`src/rtl/ram_pkg.sv`:
```
// ram_pkg: widths and the RAM port bundle shared by the 32x32 single-port
// ram, its FIFO controller (ram_fifo_ctrl) and their benches.
package ram_pkg;
  localparam int DW    = 32;
  localparam int AW    = 5;
  localparam int DEPTH = 2 ** AW;

  // RAM word count at which the storage is full (count register is AW+1 bits)
  localparam logic [AW:0] CNT_FULL = (AW + 1)'(DEPTH);

  typedef struct packed {
    logic          cen;
    logic          wen;
    logic [AW-1:0] addr;
    logic [DW-1:0] din;
  } ram_req_t;
endpackage

```
`src/rtl/fifo_out_reg.sv`:
```
// fifo_out_reg: one-entry valid/ready output register with a load port.
// Ports:
//   clk, rst_n      clock, async active-low reset
//   clr             synchronous flush (drops the held word)
//   load, load_data write a new word into the register
//   out_ready       downstream accepts the held word
//   out_valid       register holds a word
//   out_data        held word (stable while out_valid && !out_ready)
//   slot_free       register is empty or is being popped this cycle
module fifo_out_reg #(
  parameter int DW = 32
) (
  input  logic          clk,
  input  logic          rst_n,
  input  logic          clr,
  input  logic          load,
  input  logic [DW-1:0] load_data,
  input  logic          out_ready,
  output logic          out_valid,
  output logic [DW-1:0] out_data,
  output logic          slot_free
);

  assign slot_free = !out_valid || out_ready;

  always_ff @(posedge clk or negedge rst_n) begin
    if (!rst_n) begin
      out_valid <= 1'b0;
      out_data  <= '0;
    end else if (clr) begin
      out_valid <= 1'b0;
    end else if (load) begin
      // A load only arrives after the slot was freed, so it never overwrites
      // an unconsumed word.
      out_valid <= 1'b1;
      out_data  <= load_data;
    end else if (out_ready) begin
      out_valid <= 1'b0;
    end
  end

endmodule

```
`src/rtl/ram_fifo_ctrl.sv`:
```
// ram_fifo_ctrl: turns the 32x32 single-port ram into a 32-entry queue with
// valid/ready push and pop sides, plus a one-entry output register.
// Ports:
//   clk, rst_n, clr                 clock, async reset, synchronous flush
//   in_valid, in_ready, in_data     push interface
//   out_valid, out_ready, out_data  pop interface
//   level, full, empty              occupancy status
//   ram_cen, ram_wen, ram_addr,
//   ram_din, ram_dout               RAM port (dout registered by the ram)
module ram_fifo_ctrl
  import ram_pkg::*;
(
  input  logic          clk,
  input  logic          rst_n,
  input  logic          clr,
  input  logic          in_valid,
  output logic          in_ready,
  input  logic [DW-1:0] in_data,
  output logic          out_valid,
  input  logic          out_ready,
  output logic [DW-1:0] out_data,
  output logic [AW:0]   level,
  output logic          full,
  output logic          empty,
  output logic          ram_cen,
  output logic          ram_wen,
  output logic [AW-1:0] ram_addr,
  output logic [DW-1:0] ram_din,
  input  logic [DW-1:0] ram_dout
);

  logic [AW-1:0] wr_ptr, rd_ptr;
  logic [AW:0]   cnt;
  logic          rd_pend;
  logic          slot_free;
  logic          rd_issue;
  logic          wr_fire;
  ram_req_t      req;

  // Reads take priority on the single port; a write only goes through on a
  // cycle with no read issue.
  assign rd_issue = (cnt != '0) && !rd_pend && slot_free && !clr;
  assign in_ready = (cnt != CNT_FULL) && !rd_issue && !clr;
  assign wr_fire  = in_valid && in_ready;

  always_comb begin
    req = '0;
    if (rd_issue) begin
      req.cen  = 1'b1;
      req.addr = rd_ptr;
    end else if (wr_fire) begin
      req.cen  = 1'b1;
      req.wen  = 1'b1;
      req.addr = wr_ptr;
      req.din  = in_data;
    end
  end

  assign ram_cen  = req.cen;
  assign ram_wen  = req.wen;
  assign ram_addr = req.addr;
  assign ram_din  = req.din;

  always_ff @(posedge clk or negedge rst_n) begin
    if (!rst_n) begin
      wr_ptr  <= '0;
      rd_ptr  <= '0;
      cnt     <= '0;
      rd_pend <= 1'b0;
    end else if (clr) begin
      wr_ptr  <= '0;
      rd_ptr  <= '0;
      cnt     <= '0;
      rd_pend <= 1'b0;
    end else begin
      if (rd_issue) rd_ptr <= rd_ptr + 1'b1;
      if (wr_fire)  wr_ptr <= wr_ptr + 1'b1;
      // rd_issue and wr_fire are mutually exclusive
      if (wr_fire)       cnt <= cnt + 1'b1;
      else if (rd_issue) cnt <= cnt - 1'b1;
      // rd_issue is blocked while rd_pend is set, so this also clears it
      rd_pend <= rd_issue;
    end
  end

  fifo_out_reg #(.DW(DW)) u_out_reg (
    .clk       (clk),
    .rst_n     (rst_n),
    .clr       (clr),
    .load      (rd_pend),
    .load_data (ram_dout),
    .out_ready (out_ready),
    .out_valid (out_valid),
    .out_data  (out_data),
    .slot_free (slot_free)
  );

  assign level = cnt + (AW + 1)'(rd_pend) + (AW + 1)'(out_valid);
  assign full  = (cnt == CNT_FULL);
  assign empty = (level == '0);

endmodule
```
`config.mk`:
```
export PLATFORM = sky130hd
export DESIGN_NAME = ram_fifo_ctrl
export DESIGN_NICKNAME = d
export VERILOG_FILES = /design/src/rtl/ram_pkg.sv /design/src/rtl/fifo_out_reg.sv /design/src/rtl/ram_fifo_ctrl.sv
export SDC_FILE = /design/constraint.sdc
export NUM_CORES = 1
export LEC_CHECK = 0
export ABC_AREA = 1
export CORE_MARGIN = 2
export CORE_UTILIZATION = 43
export DETAILED_ROUTE_END_ITERATION = 8
export PLACE_DENSITY = 0.87
export REMOVE_ABC_BUFFERS = 1
export SYNTH_ARGS = -nofsm -noshare
export SYNTH_HDL_FRONTEND = slang
export SYNTH_HIERARCHICAL = 1
export SYNTH_SLANG_ARGS = --single-unit
```
`constraint.sdc`:
```
create_clock -name clk -period 5.7 [get_ports clk]
set_input_delay 1.425 -clock clk [delete_from_list [all_inputs] [get_ports clk]]
set_output_delay 1.425 -clock clk [all_outputs]
set_load 0.03 [all_outputs]
```
==> impl_results.md, run 1 <==
* CORE AREA at ~6400 sq um
* Syn. warnings at 6
* Final Hold Viols at 0
* Crit start category: input port
* Syn avg cell area at 7.86 sq um
* Die Height at between 80 and 90 um
* Tmin final at slightly above 5 ns
* Final non-filler cell total at ~600
* Final period util at about nine tenths
* Flop-to-flop setup slack at approximately 2.8 ns
* Drt first pass iters at 7
* CTS tree: done
* Max rail drop VDD at between 300 and 400 uV
* Max-cap violations at 0
* Measured slew at the worst slew-check pin at about 1.1 ns
* Hold-fix buffers at CTS at 0
* CTS clk-pin slew, worst paths at 0.09 ns
* CP max-delay cell: clkdlybuf4s50_1
* Status: complete, no violations
* PwrDens at a little under 500 nW/um^2
* Sequential area share after synthesis at 43.9%
* Dpl hpwl at 6080 um
* Worst setup margin at 0.594 ns
* Layout cell share with drive strength beyond 1 at 8.43%
* CTS H-Tree Depth at 2
* Worst setup EP type: output port
* Post-Synthesis Cell Area at approximately 2900 sq um
* Clock Skews at 0.00698 ns
* Longest Clk Path Bufs at 2
* First-pass GRT wire length at 13000 um
* Fmax at a little under 200 MHz
* IO Count at 150
* Worst hold path class: flip-flop to flip-flop
* Nets@finish at approximately 590
* Yosys reg bits at 50
* Site Rows at 29
* Post-route ant nets at 0
* Starting Density at around 45%
* Initial antenna violation count at 0
* Root Buffer: clkbuf_8
* Setup violators final at 0
* Most frequent cells in the layout: clkdlybuf4s50_1, nand2_1, inv_1, dfrtp_1, nand3_1
* Total track usage at between 20 and 25%
* Clk Latency, worst-skew pair at roughly 0.30 ns
* Post-CTS setup repair buffer count at 0
* CTS sink count at 50
* Unrepaired setup endpoints after global routing: false
* Crit path max fanout at 30
* Crit-path cells: clkdlybuf4s50_1 > inv_1 > nand2_1 > inv_1 > nor2_1 > nand2_4 > nand4_4 > buf_4 > nor2_1 > clkdlybuf4s50_1
* Leading area contributor after synthesis: dfrtp_1
* Layout area overhead at 56.4%
* Die Width at around 85 um
* WS Path Type: input port to output port
* WP data arrival at ~3.7 ns
* Post-synth top area share at approximately 44%
* Overflow after GRT at 0
* FILL cells at between 400 and 500
* Routed vias/inst at 4.97
* # port buffers at roughly 150
* Die ar. at 7300 sq um
* Buf/Inv on CP at 5
* Rel. slew slack at a little over a quarter
* Worst EP required at 4.28 ns
* Yosys cell types at 30
* TritonCTS buffer count at 5
* Final Util at 69.8%
* Slew Viols, Final at 0
* Leakage Power at between 0.002 and 0.0025 uW
* Via count at a little under 3000
* Setup TNS at 0 ns
* Post-Syn Instances at 363
* Drc violations at 0
* Most common cell after layout, fill and taps aside: clkdlybuf4s50_1
* N_diodes at 0
* DRT Wirelength at approximately 8000 um
* Cell family with most CP delay: buffers and inverters
* DRT iter0 DRCs at 94
* Post-CTS Resized at 0
* GPL Wtd Cong at 0.857
* Number of global-route vias before repair at a little under 3000
* Placement Setup Slack at approximately 0.6 ns
* Synth top area cells: dfrtp_1, nand2_1, nand3_1, inv_1, nor2_2
* Dpl cells at around 580
* WL per Instance at between 10 and 15 um
* Max incr delay on CP at approximately 0.62 ns
* Largest net degree at the start of global routing at between 50 and 60
final timing paths:
kind | start | endpoint | cells after the start
setup / recovery | out_ready | ram_din[24] | 10
hold / removal | u_out_reg/out_data[10]$_DFFE_PN0P_ | u_out_reg/out_data[10]$_DFFE_PN0P_ | 2
setup reg to reg | rd_pend$_DFF_PN0_ | cnt[5]$_DFFE_PN0P_ | 14
hold reg to reg | u_out_reg/out_data[10]$_DFFE_PN0P_ | u_out_reg/out_data[10]$_DFFE_PN0P_ | 2
max in group asynchronous | rst_n | cnt[1]$_DFFE_PN0P_ | 1
min in group asynchronous | rst_n | u_out_reg/out_data[1]$_DFFE_PN0P_ | 1
cell type report:
cell class	instances	area (sq um)	share of cell area (%)
tap	77	96.3	2.16
clock inverter	3	43.8	0.982
clock buffer	5	68.8	1.54
multi-input combinational	236	1240	27.9
timing repair buffer	153	1520	34.0
inverter	63	240	5.39
sequential	50	1250	28.1
cell usage after synthesis, drive strengths merged:
cell    number
nand2       90
inv         62
dfrtp       50
nand3       49
nor2        45
buf         14
o21ai       12
ha           7
o22ai        7
xor2         7
a21oi        5
nand4        3
nor3         3
fa           2
xnor2        2
a21o         1
a31oi        1
clkinv       1
nor3b        1
nor4         1
state kept, by name (all words and copies together) (netlist names):
signal / count
u_out_reg/out_valid: 1
rd_ptr: 5
u_out_reg/out_data: 32
wr_ptr: 5
cnt: 6
rd_pend: 1
per-stage QoR:
step                      hold slack [ns]  total power [uW]  area (sq um)
after floorplan                     0.489              1370          2740
after global placement              0.452              1880          4350
after detailed placement            0.457              1920          4350
after CTS                           0.480              2170          4460
after global routing                0.504              2300          4460
final                               0.476              2160          4460
report_power, final:
part | internal, uW | leakage, uW | total, uW | switching (uW)
clock | 132 | 0.0000585 | 252 | 120
sequential | 490 | 0.000641 | 587 | 96.6
combinational | 521 | 0.00146 | 1320 | 795
total | 1140 | 0.00216 | 2160 | 1010
kinds of logic after synthesis:
logic type / count (synthesis) / share of synthesized area (%)
compound gates: 26 / 5.00
xor+xnor: 9 / 2.76
fa+ha+maj: 9 / 4.47
buf+inv: 77 / 12.5
flops: 50 / 43.9
simple gates: 192 / 31.4
worst reg2reg max path, delay by kind of cell (launching register included):
kind | cells | cell delay, ns
buffers and inverters | 4 | 0.97
AO/OA/AOI/OAI | 1 | 0.20
flip-flops | 1 | 0.37
AND/OR/NAND/NOR | 8 | 0.95
adder cells (fa/ha/maj) | 1 | 0.30
layer usage:
layer	wire (um)	vias up	GRT usage, %
li1	-	1413	-
met1	3090	1341	26.4
met2	3960	156	38.1
met3	834	8	7.00
met4	79	0	6.06
met5	0	-	0
Power figures use the tool's default switching activity.
==> run 2: changes to the inputs <==
--- a/config.mk
+++ b/config.mk
@@ -7,9 +7,9 @@
 export LEC_CHECK = 0
 export ABC_AREA = 1
 export CORE_MARGIN = 2
-export CORE_UTILIZATION = 43
+export CORE_UTILIZATION = 40
 export DETAILED_ROUTE_END_ITERATION = 8
-export PLACE_DENSITY = 0.87
+export PLACE_DENSITY = 0.81
 export REMOVE_ABC_BUFFERS = 1
 export SYNTH_ARGS = -nofsm -noshare
 export SYNTH_HDL_FRONTEND = slang
==> constraint.sdc (replaced) <==
create_clock -name clk -period 5.6 [get_ports clk]
set_input_delay 1.4 -clock clk [delete_from_list [all_inputs] [get_ports clk]]
set_output_delay 1.4 -clock clk [all_outputs]
set_load 0.03 [all_outputs]
==> run 2 against run 1 <==
Compared with the run above:
- clock skew increased by 0.0034 ns
- global-route usage down 1.8 points
- critical path depth unchanged
- first-iteration DRC count decreased by 14%
- highest routed layer unchanged
==> impl_results.md, run 2 (synthesis results as in run 1) <==
* Status: complete, no violations
* Total track usage at 20.2% (-1.8 points)
* WL met1 at 3230 um (+4.7%)
* Root Buffer: clkbuf_8
* Rel. slew slack at 27.9% (+1.0 points)
* Max rail drop VDD at 188 uV (-45%)
* Hold EP: u_out_reg/out_data[10]$_DFFE_PN0P_
* Crit path max fanout at 7 (-77%)
* WP data arrival at 3.70 ns (+0.02 ns)
* Setup violators final at 0 (unchanged)
* Clk Latency, worst-skew pair at 0.30 ns (about the same)
* Worst r2r path cells at 12 (-2)
* WS Path Type: input port to output port
* Initial antenna violation count at 0 (unchanged)
* Post-CTS Resized at 0 (unchanged)
* Measured slew at the worst slew-check pin at 1.08 ns (-0.0152 ns)
* Drc violations at 0 (unchanged)
* Site Rows at 30 (+3.4%)
* Tmin final at ~5 ns
* FILL cells at 575 (+18%)
* CTS tree: done
* Post-CTS setup repair buffer count at 0 (unchanged)
* TritonCTS buffer count at 5 (unchanged)
* Setup TNS at 0 ns (unchanged)
* Routed vias/inst at 4.72 (-5.1%)
* Final Hold Viols at 0 (unchanged)
* Hold-fix buffers at CTS at 0 (unchanged)
* Nets@finish at 586 (-0.17%)
* Die Width at 88.5 um (+3.5%)
* CTS H-Tree Depth at 2 (unchanged)
* Leakage Power at 0.00215 uW (-0.53%)
* Slew Viols, Final at 0 (unchanged)
* GPL Wtd Cong at 0.841 (-1.9%)
* Final period util at 91.0%
* Layout cell share with drive strength beyond 1 at 8.06% (-0.38 points)
* DRT Wirelength at 7770 um (-2.4%)
* Largest net degree at the start of global routing at 51 (unchanged)
* Met3 Wirelength at 769 um (-7.8%)
* Die ar. at 7820 sq um (+7.1%)
* Dpl cells at 597 (+3.1%)
* Fmax at between 150 and 200 MHz
* Longest Clk Path Bufs at 2 (unchanged)
* WL per Instance at 12.8 um (-5.3%)
* Hold_sp: u_out_reg/out_data[10]$_DFFE_PN0P_
* # port buffers at 149 (unchanged)
* Metal2 WL at 3670 um (-7.2%)
* Number of global-route vias before repair at 2794 (-4.3%)
* Most frequent cells in the layout: clkdlybuf4s50_1, nand2_1, inv_1, dfrtp_1, nand3_1
* Min Hold Slack at 0.475 ns (-0.000753 ns)
* CTS clk-pin slew, worst paths at 0.08 ns (about the same)
* Worst hold path class: flip-flop to flip-flop
* Layout area overhead at 56.8%
* Max-cap violations at 0 (unchanged)
* Top routing layer in use: met4
* Overflow after GRT at 0 (unchanged)
* First-pass GRT wire length at 12500 um (-4.2%)
* Drt first pass iters at 4 (-3)
* Max reg flops at 32 (unchanged)
* Die Height at 88.5 um (+3.5%)
* Reg-to-reg endpoint: cnt[5]$_DFFE_PN0P_
* Biggest regs: u_out_reg/out_data (32), cnt (6)
* Most common cell after layout, fill and taps aside: clkdlybuf4s50_1
* Hold Path Cell Cnt at 2 (unchanged)
* Via count at 2853 (-2.2%)
* CORE AREA at 6830 sq um (+7.0%)
* Final non-filler cell total at 605 (+3.1%)
* N_diodes at 0 (unchanged)
* Clock Skews at 0.0104 ns (+0.00345 ns)
* PwrDens at 488 nW/um^2 (+1.0%)
* Largest reg by FF count: u_out_reg/out_data
* IO Count at 150 (unchanged)
* Flop-to-flop setup slack at 3.14 ns (+0.31 ns)
* Starting Density at 41.8% (-2.9 points)
* Post-route ant nets at 0 (unchanged)
* CTS sink count at 50 (unchanged)
* Worst setup EP type: output port
* Unrepaired setup endpoints after global routing: false
* Worst EP required at 4.20 ns (-0.08 ns)
* Dpl hpwl at 5910 um (-2.8%)
* Crit start category: input port
* Worst r2r src: rd_pend$_DFF_PN0_
* DRT iter0 DRCs at 81 (-14%)
## run 2: cell count changes in the layout (fill, tap and decap cells not counted), sizes merged
| cell | delta |
|---|---|
| inv | -1 |
| clkinv | -1 |
| clkbuf | +1 |
| buf | -1 |
| clkinvlp | +1 |
## run 2: worst max-delay path by stage
stage,startpoint,cells after the start,endpoint
finish,out_ready,10,ram_addr[2]
global route,out_ready,10,ram_addr[1]
floorplan,out_ready,7,ram_addr[0]
global placement,out_ready,10,ram_addr[0]
CTS,out_ready,10,ram_addr[0]
detailed placement,out_ready,10,ram_addr[0]
## run 2: layout make-up
cell class                 instances  area (sq um)  area share [%]
clock buffer                       6          72.6            1.62
clock inverter                     2          37.5           0.839
inverter                          63           240            5.37
multi-input combinational        236          1240            27.8
sequential                        50          1250            28.0
tap                               96           120            2.68
timing repair buffer             152          1510            33.7
## run 2: stage by stage
stage | util [%] | worst slack, ns | area, sq um | power [uW]
after global placement | 63.9 | 0.541 | 4360 | 1910
after detailed placement | 63.9 | 0.508 | 4360 | 1950
after global routing | 65.5 | 0.335 | 4470 | 2340
final | 65.5 | 0.502 | 4470 | 2180
after CTS | 65.5 | 0.504 | 4470 | 2200
after floorplan | - | 1.20 | 2740 | 1400
## run 2: metal layers
layer | up-vias | track usage, %
li1 | 1412 | -
met1 | 1284 | 24.2
met2 | 149 | 35.5
met3 | 8 | 6.16
met4 | 0 | 5.10
met5 | - | 0
## run 2: worst max-delay path: stages
cell	delay [ns]
clkdlybuf4s50_1	0.45
inv_1	0.05
nand2_1	0.05
inv_1	0.04
nor2_1	0.21
nand2_4	0.12
nor2_2	0.27
inv_1	0.16
o22ai_1	0.24
clkdlybuf4s50_1	0.71
## run 2: report_power, final
| part | switching [uW] | leakage, uW | internal (uW) | total, uW |
|---|---|---|---|---|
| sequential | 96.7 | 0.000641 | 499 | 596 |
| clock | 115 | 0.0000514 | 133 | 248 |
| combinational | 810 | 0.00145 | 530 | 1340 |
